`src/rtl/mux_rr_scheduler.sv`:
```
// Round-robin scheduler sharing one N:1 bit mux between N requesters.
// Grants are one-hot with a bounded dwell time. Each grant is followed by one
// idle turnaround cycle. The selected data bit is registered with a valid
// qualifier that trails the grant by one cycle.
module mux_rr_scheduler #(
   parameter int N        = 32,
   parameter int SEL_W    = 5,
   parameter int MAX_HOLD = 8
) (
   input  logic             clk,
   input  logic             rst_n,
   input  logic             en,
   input  logic [N-1:0]     req,
   input  logic [N-1:0]     din,
   output logic [SEL_W-1:0] sel,
   output logic [N-1:0]     gnt,
   output logic             gnt_valid,
   output logic             dout,
   output logic             dout_valid
);

   localparam logic [0:0] IDLE  = 1'b0;
   localparam logic [0:0] GRANT = 1'b1;

   logic [0:0]       r_state;
   logic [SEL_W-1:0] r_ptr;
   logic [SEL_W-1:0] r_sel;
   logic [3:0]       r_hold;
   logic [N-1:0]     r_gnt;
   logic             r_gnt_valid;
   logic             r_dout;
   logic             r_dout_valid;

   logic [2*N-1:0]   w_dbl;
   logic [N-1:0]     w_rot;
   logic             w_found;
   logic [SEL_W-1:0] w_pick;
   logic             w_release;
   logic [SEL_W-1:0] w_ptr_nxt;

   // Rotate the request vector so bit j is requester (ptr+j) mod N.
   assign w_dbl = {req, req};
   assign w_rot = N'(w_dbl >> r_ptr);

   // Pick the lowest rotated offset that is requesting; scanning downward
   // lets the smallest offset overwrite all others.
   always_comb begin
      w_found = 1'b0;
      w_pick  = '0;
      for (int j = N-1; j >= 0; j--) begin
         if (w_rot[j]) begin
            w_found = 1'b1;
            if (int'(r_ptr) + j >= N)
               w_pick = SEL_W'(int'(r_ptr) + j - N);
            else
               w_pick = SEL_W'(int'(r_ptr) + j);
         end
      end
   end

   // A grant ends when its requester lets go, the scheduler is disabled or
   // the dwell limit is reached.
   assign w_release = !req[r_sel] || !en || (r_hold == 4'(MAX_HOLD-1));
   assign w_ptr_nxt = (r_sel == SEL_W'(N-1)) ? '0 : r_sel + 1'b1;

   // Two-state arbiter FSM plus the registered mux sample.
   always_ff @(posedge clk or negedge rst_n) begin
      if (!rst_n) begin
         r_state      <= IDLE;
         r_ptr        <= '0;
         r_sel        <= '0;
         r_hold       <= '0;
         r_gnt        <= '0;
         r_gnt_valid  <= 1'b0;
         r_dout       <= 1'b0;
         r_dout_valid <= 1'b0;
      end else if (r_state == IDLE) begin
         r_dout_valid <= 1'b0;
         if (en && w_found) begin
            r_sel       <= w_pick;
            r_gnt       <= N'(1) << w_pick;
            r_gnt_valid <= 1'b1;
            r_hold      <= '0;
            r_state     <= GRANT;
         end
      end else begin
         r_dout       <= din[r_sel];
         r_dout_valid <= 1'b1;
         if (w_release) begin
            r_state     <= IDLE;
            r_gnt       <= '0;
            r_gnt_valid <= 1'b0;
            r_hold      <= '0;
            r_ptr       <= w_ptr_nxt;
         end else begin
            r_hold <= r_hold + 4'd1;
         end
      end
   end

   assign sel        = r_sel;
   assign gnt        = r_gnt;
   assign gnt_valid  = r_gnt_valid;
   assign dout       = r_dout;
   assign dout_valid = r_dout_valid;

endmodule

```
`config.mk`:
```
export PLATFORM = sky130hd
export DESIGN_NAME = mux_rr_scheduler
export DESIGN_NICKNAME = d
export VERILOG_FILES = /design/src/rtl/mux_rr_scheduler.sv
export SDC_FILE = /design/constraint.sdc
export NUM_CORES = 1
export LEC_CHECK = 0
export CORE_MARGIN = 4
export CORE_UTILIZATION = 29
export CTS_BUF_LIST = sky130_fd_sc_hd__clkbuf_16
export CTS_CLUSTER_SIZE = 8
export DETAILED_ROUTE_END_ITERATION = 16
export PLACE_DENSITY = 0.53
export SLEW_MARGIN = 10
export SYNTH_ARGS = -nofsm -noshare
export SYNTH_HDL_FRONTEND = slang
export SYNTH_SLANG_ARGS = --single-unit
```
`constraint.sdc`:
```
create_clock -name clk -period 4.5 [get_ports clk]
set_clock_uncertainty 0.05 [all_clocks]
set_input_delay 0.9 -clock clk [delete_from_list [all_inputs] [get_ports clk]]
set_output_delay 0.9 -clock clk [all_outputs]
set_load 0.01 [all_outputs]
```
# Word-level counts from Yosys, hierarchy flattened
# Index checks and enable logic that the tools add are counted.
# op_classes
order_cmp	33
n_mux	114
reduce_logical	9
shifts	2
n_addsub	65
n_eq_ne	3
bitwise_logic	1
# ops
op	count
two-way mux 5 bit	65
>= comparator 6 bit (second input constant)	31
subtractor 5 x 1 -> 5 bit (second input constant)	32
adder 5 x 5 -> 6 bit (second input constant)	16
two-way mux 32 bit	3
right shift 64 x 5 -> 32 bit	1
adder 5 x 4 -> 6 bit (second input constant)	8
two-way mux 1 bit	41
left shift 1 x 5 -> 32 bit (first input constant)	1
adder 5 x 3 -> 6 bit (second input constant)	4
adder 5 x 2 -> 6 bit (second input constant)	2
two-way mux 4 bit	3
binary-select mux 1 bit (select 5 bit)	2
adder 5 x 1 -> 6 bit (second input constant)	1
>= comparator 5 x 6 -> 1 bit (second input constant)	1
less-than comparator 5 x 6 -> 1 bit (second input constant)	1
AND reduction 2 bit	3
adder 5 x 1 -> 5 bit (second input constant)	1
equality test 5 bit (second input constant)	1
adder 4 x 1 -> 4 bit (second input constant)	1
equality test 4 x 3 -> 1 bit (second input constant)	1
logical NOT 1 bit	2
logical OR 1 bit	2
!= test 2 x 1 -> 1 bit (second input constant)	1
other kinds (3)	3
# totals
ff_bits	50

# Depth between registers and ports, before layout
# Gate-level depths: netlist of the first run.
# depth
ltp_word	38
mapped_depth	18
depth_no_buf	13

# Least setup slack after synthesis of the first run
# OpenSTA, ideal clock, no wires.
# synth_timing
path_type	input -> register
from	input port req[21]
to	register r_gnt[28] (netlist: gnt[28])
t_required_ns	4.328
setup_slack_ns	-0.013
arrival_time_ns	4.341
stages	11
setup_time_ns	0.122
path_cell_list	mux4_2 a222oi_1 o22ai_2 or2_1 or3_1 or4_4 o41ai_4 or2b_2 buf_6 nor2_1 a32o_1
# synth_between
elab_chain_len	36
elab_cells_between_ends	77
cone_classes	eq/ne (1); shift (2); mux (68); reduce/logical (6)
# synth_lines
element	line_no	source
start, declared	13	input logic [N-1:0] req,
right shift 64 x 5 -> 32 bit	43	assign w_rot = N'(w_dbl >> r_ptr);
two-way mux 5 bit / two-way mux 1 bit (equally long branches) (32 in a row)	51	if (w_rot[j]) begin
left shift 1 x 5 -> 32 bit / logical AND 1 bit (equally long branches)	81, 79	
two-way mux 32 bit / nonzero test 2 bit (equally long branches)	n/a	
two-way mux 32 bit / AND reduction 2 bit (equally long branches)	n/a	
end signal, assigned	81	r_gnt <= N'(1) << w_pick;
end, declared	29	logic [N-1:0] r_gnt;
# Parallel ways exist; a longest one is shown, timed or not. The select of a mux whose other input is x is not followed.
# A chain may end at the register's enable or synchronous reset.

# Final worst setup path of the first run
# layout_timing
from	input port req[21]
to	register r_gnt[21] (netlist: gnt[21])
# Same word-level chain as after synthesis.

==> flow_summary.toml, run 1 <==
[run_status]
status = "complete, but fails checks"
violations = "setup timing"

[final_layout]
diodes = 0
area_growth_pct = 55.16
nets = 1469
fin_area_um2 = 13100
drive_gt1_frac = 0.4301

[routing]
wl_mm = 42.21
viasPerCell = 6.008
drc = 0
antenna_left = 0
drt-initial-drc-count = 1057
routedWlPerCell_um = 23.82
first_pass_iters = 6
vias = 10650

[critical_path]
r2r-start = "r_ptr[3]$_DFFE_PN0P_"
reg2reg_depth = 16
cp-end-kind = "flop"
reg2reg_slack_ps = -50
criticalPathCategory = "in -> reg"
critPathRequiredTime_ps = 4670
crit_path_max_fanout = 8
regToRegEndpoint = "gnt[21]$_DFFE_PN0P_"
worstSetupStartpointType = "primary input"
critPathLaunch = "req[21]"
critPathArrivalTime_ps = 4760

[cts]
cts_tree = "built"
numCtsBuffers = 5
cts_buffer_depth = 2
insertion_delay_ps = 290
clkTransAtPathRegs_ps = 70
htree_num_levels = 2
cts.sinks = 50
cts-root-buf = "clkbuf_16"

[yosys]
synth_async_sr_flop_share = 1.000
synth_cell_types = 82
synthFlopType = "dfrtp_1"
synth-compound-area-share = 0.3101
synthTopCellsByArea = "dfrtp_1 (15%), mux4_2 (14%), mux2_2 (7.6%), mux2i_1 (5.9%), nand2_1 (4.2%)"
syn-num-nets = 1070
synth.most_common_cell = "nand2_1"
synth_fa_ha_area_frac = 0.02224
synthMuxAreaShare = 0.2714
synth_enable_flop_cells = 0
synth_top_area_share = 0.1482
yosys-top-cells-count = "nand2_1 (95), nor2_1 (61), mux2_2 (57), a21oi_1 (53), mux4_2 (51)"
ys_seq_area_frac = 0.1482
synth_top_family_by_area = "compound AO/OA/AOI/OAI gates"
ys_seq_elements = 50
ys_warn_count = 0
syn_area_um2 = 8441
synth_cells = 988
syn_area_per_cell_um2 = 8.543
synthXorXnorAreaFrac = 0.02905
yosys.area_share.simple = 0.1727
yosys.area.top_type = "dfrtp_1"

[min_path]
hold_path_end = "gnt[26]$_DFFE_PN0P_"
hold_depth = 1
min_from = "gnt[26]$_DFFE_PN0P_"
min_path_type = "reg -> reg"

[sta]
hold_viol = 0
fmax_ghz = 0.2178
setup_tns_ps = -2506
period_share = 1.020
setup_viol = 33
rsz0062_at_grt = "yes"
setup_slack_ps = -91.23
slew_viol_final = 0
fin_crit_ps = 4591
fin_worst_hold_slack_ps = 436.3
relSlewSlack = 0.4110
tightest_slew_ps = 883.5

[floorplanning]
rows = 62
die_h_um = 178.6
die-area_um2 = 31900
dieWidth_um = 178.6
io_pins = 107
core_area_um2 = 28700
start_util = 0.2941

[place]
numPortBuffers = 106
pre_cts_ws_ps = -907.5
routabilityCongestion = 1.009
post_dp_cell_area_um2 = 12120
place.detailed.hpwl_mm = 33.30

[global_route]
grt_pass1_wl_mm = 63.11
grt_overflow = 0
grt_max_degree = 51
grt_pass1_vias = 10370
antenna_found_initial = 0
track_usage = 0.2561

[job]
cap_violations = 0
-- cell type report --
type,instances,area (um2)
Inverter,15,56.30
Timing Repair Buffer,463,3857
Multi-Input combinational cell,852,7272
Tap cell,384,480.5
Clock inverter,3,42.54
Fill cell,2881,15610
Sequential cell,50,1262
Clock buffer,5,125.1
-- flip-flops by register name (all words and copies together), names as in the netlist --
| name | count |
|---|---|
| r_state | 1 |
| r_hold | 4 |
| gnt_valid | 1 |
| sel | 5 |
| gnt | 32 |
| dout_valid | 1 |
| dout | 1 |
| r_ptr | 5 |
-- per-layer routing --
layer | up-vias | share of wire | track usage
met2 | 591 | 0.45 | 0.4071
met3 | 105 | 0.095 | 0.05744
met1 | 5163 | 0.41 | 0.3406
met4 | 0 | 0.044 | 0.09498
li1 | 4787 | - | -
met5 | - | 0 | 0
-- repair_timing --
action,in CTS,in global routing
gates resized for setup,162,74
hold buffers,0,0
setup endpoints to repair,43,38
setup buffers,27,14
pin swaps,20,39
gates cloned,2,0
-- worst max-delay path by stage --
stage,slack [ps],to
finish,-90,gnt[21]$_DFFE_PN0P_
global placement,-950,gnt[5]$_DFFE_PN0P_
floorplan,0.7,gnt[28]$_DFFE_PN0P_
global route,-150,gnt[21]$_DFFE_PN0P_
detailed placement,-910,gnt[0]$_DFFE_PN0P_
CTS,2,gnt[21]$_DFFE_PN0P_
-- critical path, cell delays in order --
cell and delay (ps):
buf_8 100, mux4_2 470, a222oi_1 600, buf_4 230, buf_6 100, o22ai_4 70, or2_1 230, or3_4 380
or4_4 430, o41ai_4 420, buf_4 210, nor2_4 50, a21oi_4 140, buf_6 150, buf_12 120, a22o_1 140
-- metrics by stage --
stage                 util  std cells
global route        0.4563       1772
detailed placement  0.4222       1724
floorplan                -        988
global placement    0.4222       1724
CTS                 0.4479       1761
finish              0.4563       1772
-- cell families after synthesis --
| kind of cell | Yosys count |
|---|---|
| adders and majority gates | 15 |
| DFF | 50 |
| AOI/OAI and AO/OA | 351 |
| and+or+nand+nor | 300 |
| muxes | 158 |
| buffers and inverters | 86 |
| xor gates and xnor gates | 28 |
-- layout by cell type (no fill, tap or decap), drive strengths merged, types with 9 or more instances in the layout --
cell / n
buf: 371
dfrtp: 50
o211ai: 10
a21oi: 55
ha: 15
clkdlybuf4s50: 73
or2: 11
o22ai: 26
a211oi: 16
nor3: 32
a22oi: 12
mux2i: 50
o31ai: 9
mux2: 57
a22o: 24
nor3b: 9
a31oi: 13
o221ai: 20
nand3: 26
nand2b: 10
inv: 15
xnor2: 23
nor4: 9
a32o: 9
o21ai: 43
nor2b: 10
nand2: 95
nor2: 62
o2bb2ai: 17
clkbuf: 12
mux4: 51
Power of run 1 is not shown: default switching activity piles up to over one toggle a cycle in this logic, so the estimate is an artifact.
==> inputs of run 2 (changes only) <==
- CORE_MARGIN: 4 -> 3
- HOLD_SLACK_MARGIN: unset -> 0.03
- clock period: 4.5 -> 4.2 ns (I/O delays scaled with it)
==> run 2 against run 1 <==
Net effect: the run still ends with setup timing left; critical path depth is 2 higher; first-iteration DRC count hardly changed; cell count is 2.9% higher; non-clock buffer count is 58 higher; core utilization is 3.5 points higher; die area is 2.2% lower; global-route usage is 1.4 points higher; clock-buffer cell count stayed put; via count is 3.4% higher; routed wire length is 2.3% higher; cell area is 5.9% higher; sequential cell count stayed put; critical path type is now reg -> reg; largest cell class unchanged.
==> flow_summary.toml, run 2 (synthesis results as in run 1) <==
[critical_path]
cp-end-kind = "flop"
worstSetupStartpointType = "flop"
crit_path_max_fanout = 8
critPathRequiredTime_ps = 4380
criticalPathCategory = "reg -> reg"
critPathArrivalTime_ps = 4570
reg2reg_slack_ps = -200

[routing]
antenna_left = 0
wl_mm = 43.19
routedWlPerCell_um = 23.69
vias = 11010
viasPerCell = 6.039
drc = 0
first_pass_iters = 6
drt-initial-drc-count = 1056

[min_path]
min_path_type = "in -> async"

[final_layout]
drive_gt1_frac = 0.4747
diodes = 0
utilization = 0.4911
final_common_cell = "buf_4"
fin_cells = 1823
multi_input_area_um2 = 7410
area_growth_pct = 64.30
fill_cells = 2722
register_area_um2 = 1260
largest_reg_flops = 32
nets = 1527
most-common-layout-cells = "buf_4 (359), nand2_1 (91), clkdlybuf4s50_1 (73), nor2_1 (54), mux4_2 (51)"

[sta]
fmax_ghz = 0.2274
period_share = 1.047
setup_slack_ps = -197.9
slew_viol_final = 0
tightest_slew_ps = 776.4
rsz0062_at_grt = "yes"
hold_viol = 0
setup_tns_ps = -5946
fin_crit_ps = 4398
relSlewSlack = 0.4824
fin_worst_hold_slack_ps = 403.2
setup_viol = 35

[cts]
cts.sinks = 50
cts_tree = "built"
htree_num_levels = 2
insertion_delay_ps = 290
cts-root-buf = "clkbuf_16"
clkTransAtPathRegs_ps = 70
numCtsBuffers = 5
cts_buffer_depth = 2
hold_buffers = 0

[floorplanning]
start_util = 0.2989
dieWidth_um = 176.6
rows = 61
die_h_um = 176.6
core_area_um2 = 28240
die-area_um2 = 31190
io_pins = 107

[global_route]
track_usage = 0.2699
grt_pass1_vias = 10740
use_met1 = 0.3717
grt_pass1_wl_mm = 64.95
antenna_found_initial = 1
met3_usage = 0.05742
grtUsageMet2 = 0.4200
grt_overflow = 0
grt_max_degree = 37
busiest_layer = "met2"

[place]
routabilityCongestion = 1.002
place.detailed.hpwl_mm = 33.70
numPortBuffers = 106
place_inst = 1749

[job]
cap_violations = 0

[run_status]
violations = "setup timing"
status = "complete, but fails checks"
run 2: cell count changes in the layout (fill, tap and decap cells not counted), sizes merged:
| cell | before | now |
|---|---|---|
| clkdlybuf4s15 | 7 | 9 |
| bufinv | 1 | 0 |
| dlygate4sd2 | 5 | 0 |
| clkbuf | 12 | 8 |
| bufbuf | 0 | 1 |
| buf | 371 | 435 |
run 2: stage by stage:
stage / instance area [um2] / worst slack, ps
floorplan: 8543 / -166.6
global placement: 12510 / -1166
detailed placement: 12510 / -1165
CTS: 13700 / -119.5
global route: 13870 / -281.7
finish: 13870 / -197.9
run 2: worst paths after layout:
kind	cells past startpoint	from	endpoint
worst max-delay path	18	r_ptr[0]$_DFFE_PN0P_	gnt[28]$_DFFE_PN0P_
worst min register to register	1	gnt[18]$_DFFE_PN0P_	gnt[18]$_DFFE_PN0P_
min in group clk	1	gnt[18]$_DFFE_PN0P_	gnt[18]$_DFFE_PN0P_
worst max register to register	18	r_ptr[0]$_DFFE_PN0P_	gnt[28]$_DFFE_PN0P_
worst min-delay path	1	rst_n	r_hold[2]$_DFFE_PN0P_
max in group asynchronous	2	rst_n	gnt[12]$_DFFE_PN0P_
run 2: cell type report:
class,count,share of cell area
multi-input cells,852,0.5343
inverters,15,0.004060
well taps,378,0.03410
clock inverters,2,0.0009924
clock buffers,5,0.009022
repair buffers,521,0.3267
flip-flops and latches,50,0.09085
run 2: repair_timing:
action                                 CTS  global route
pin swaps                               36            28
resized for setup                      244            45
setup endpoints to repair               43            42
setup buffers                           57             8
endpoints found under the hold margin    0             0
cloned                                   5             0
run 2: metal layers:
metal / wire length (um) / up-vias
met5: 11 / -
met1: 18150 / 5327
met2: 19170 / 655
met4: 1791 / 2
li1: - / 4912
met3: 4061 / 113
run 2: worst max-delay path, cell delays in order (launching register included):
cell     delay [ps]
dfrtp_4         560
buf_12          170
buf_8           120
buf_4           130
mux4_2          470
mux2_4          330
or2_2           290
buf_4           150
or3_1           300
a21oi_1         260
buf_4           170
nand4_1         140
o41ai_4         370
buf_6           190
nor2_4           50
a21oi_4         160
buf_6           160
buf_16          130
a32o_1          120
Power of run 2 is left out for the same reason.
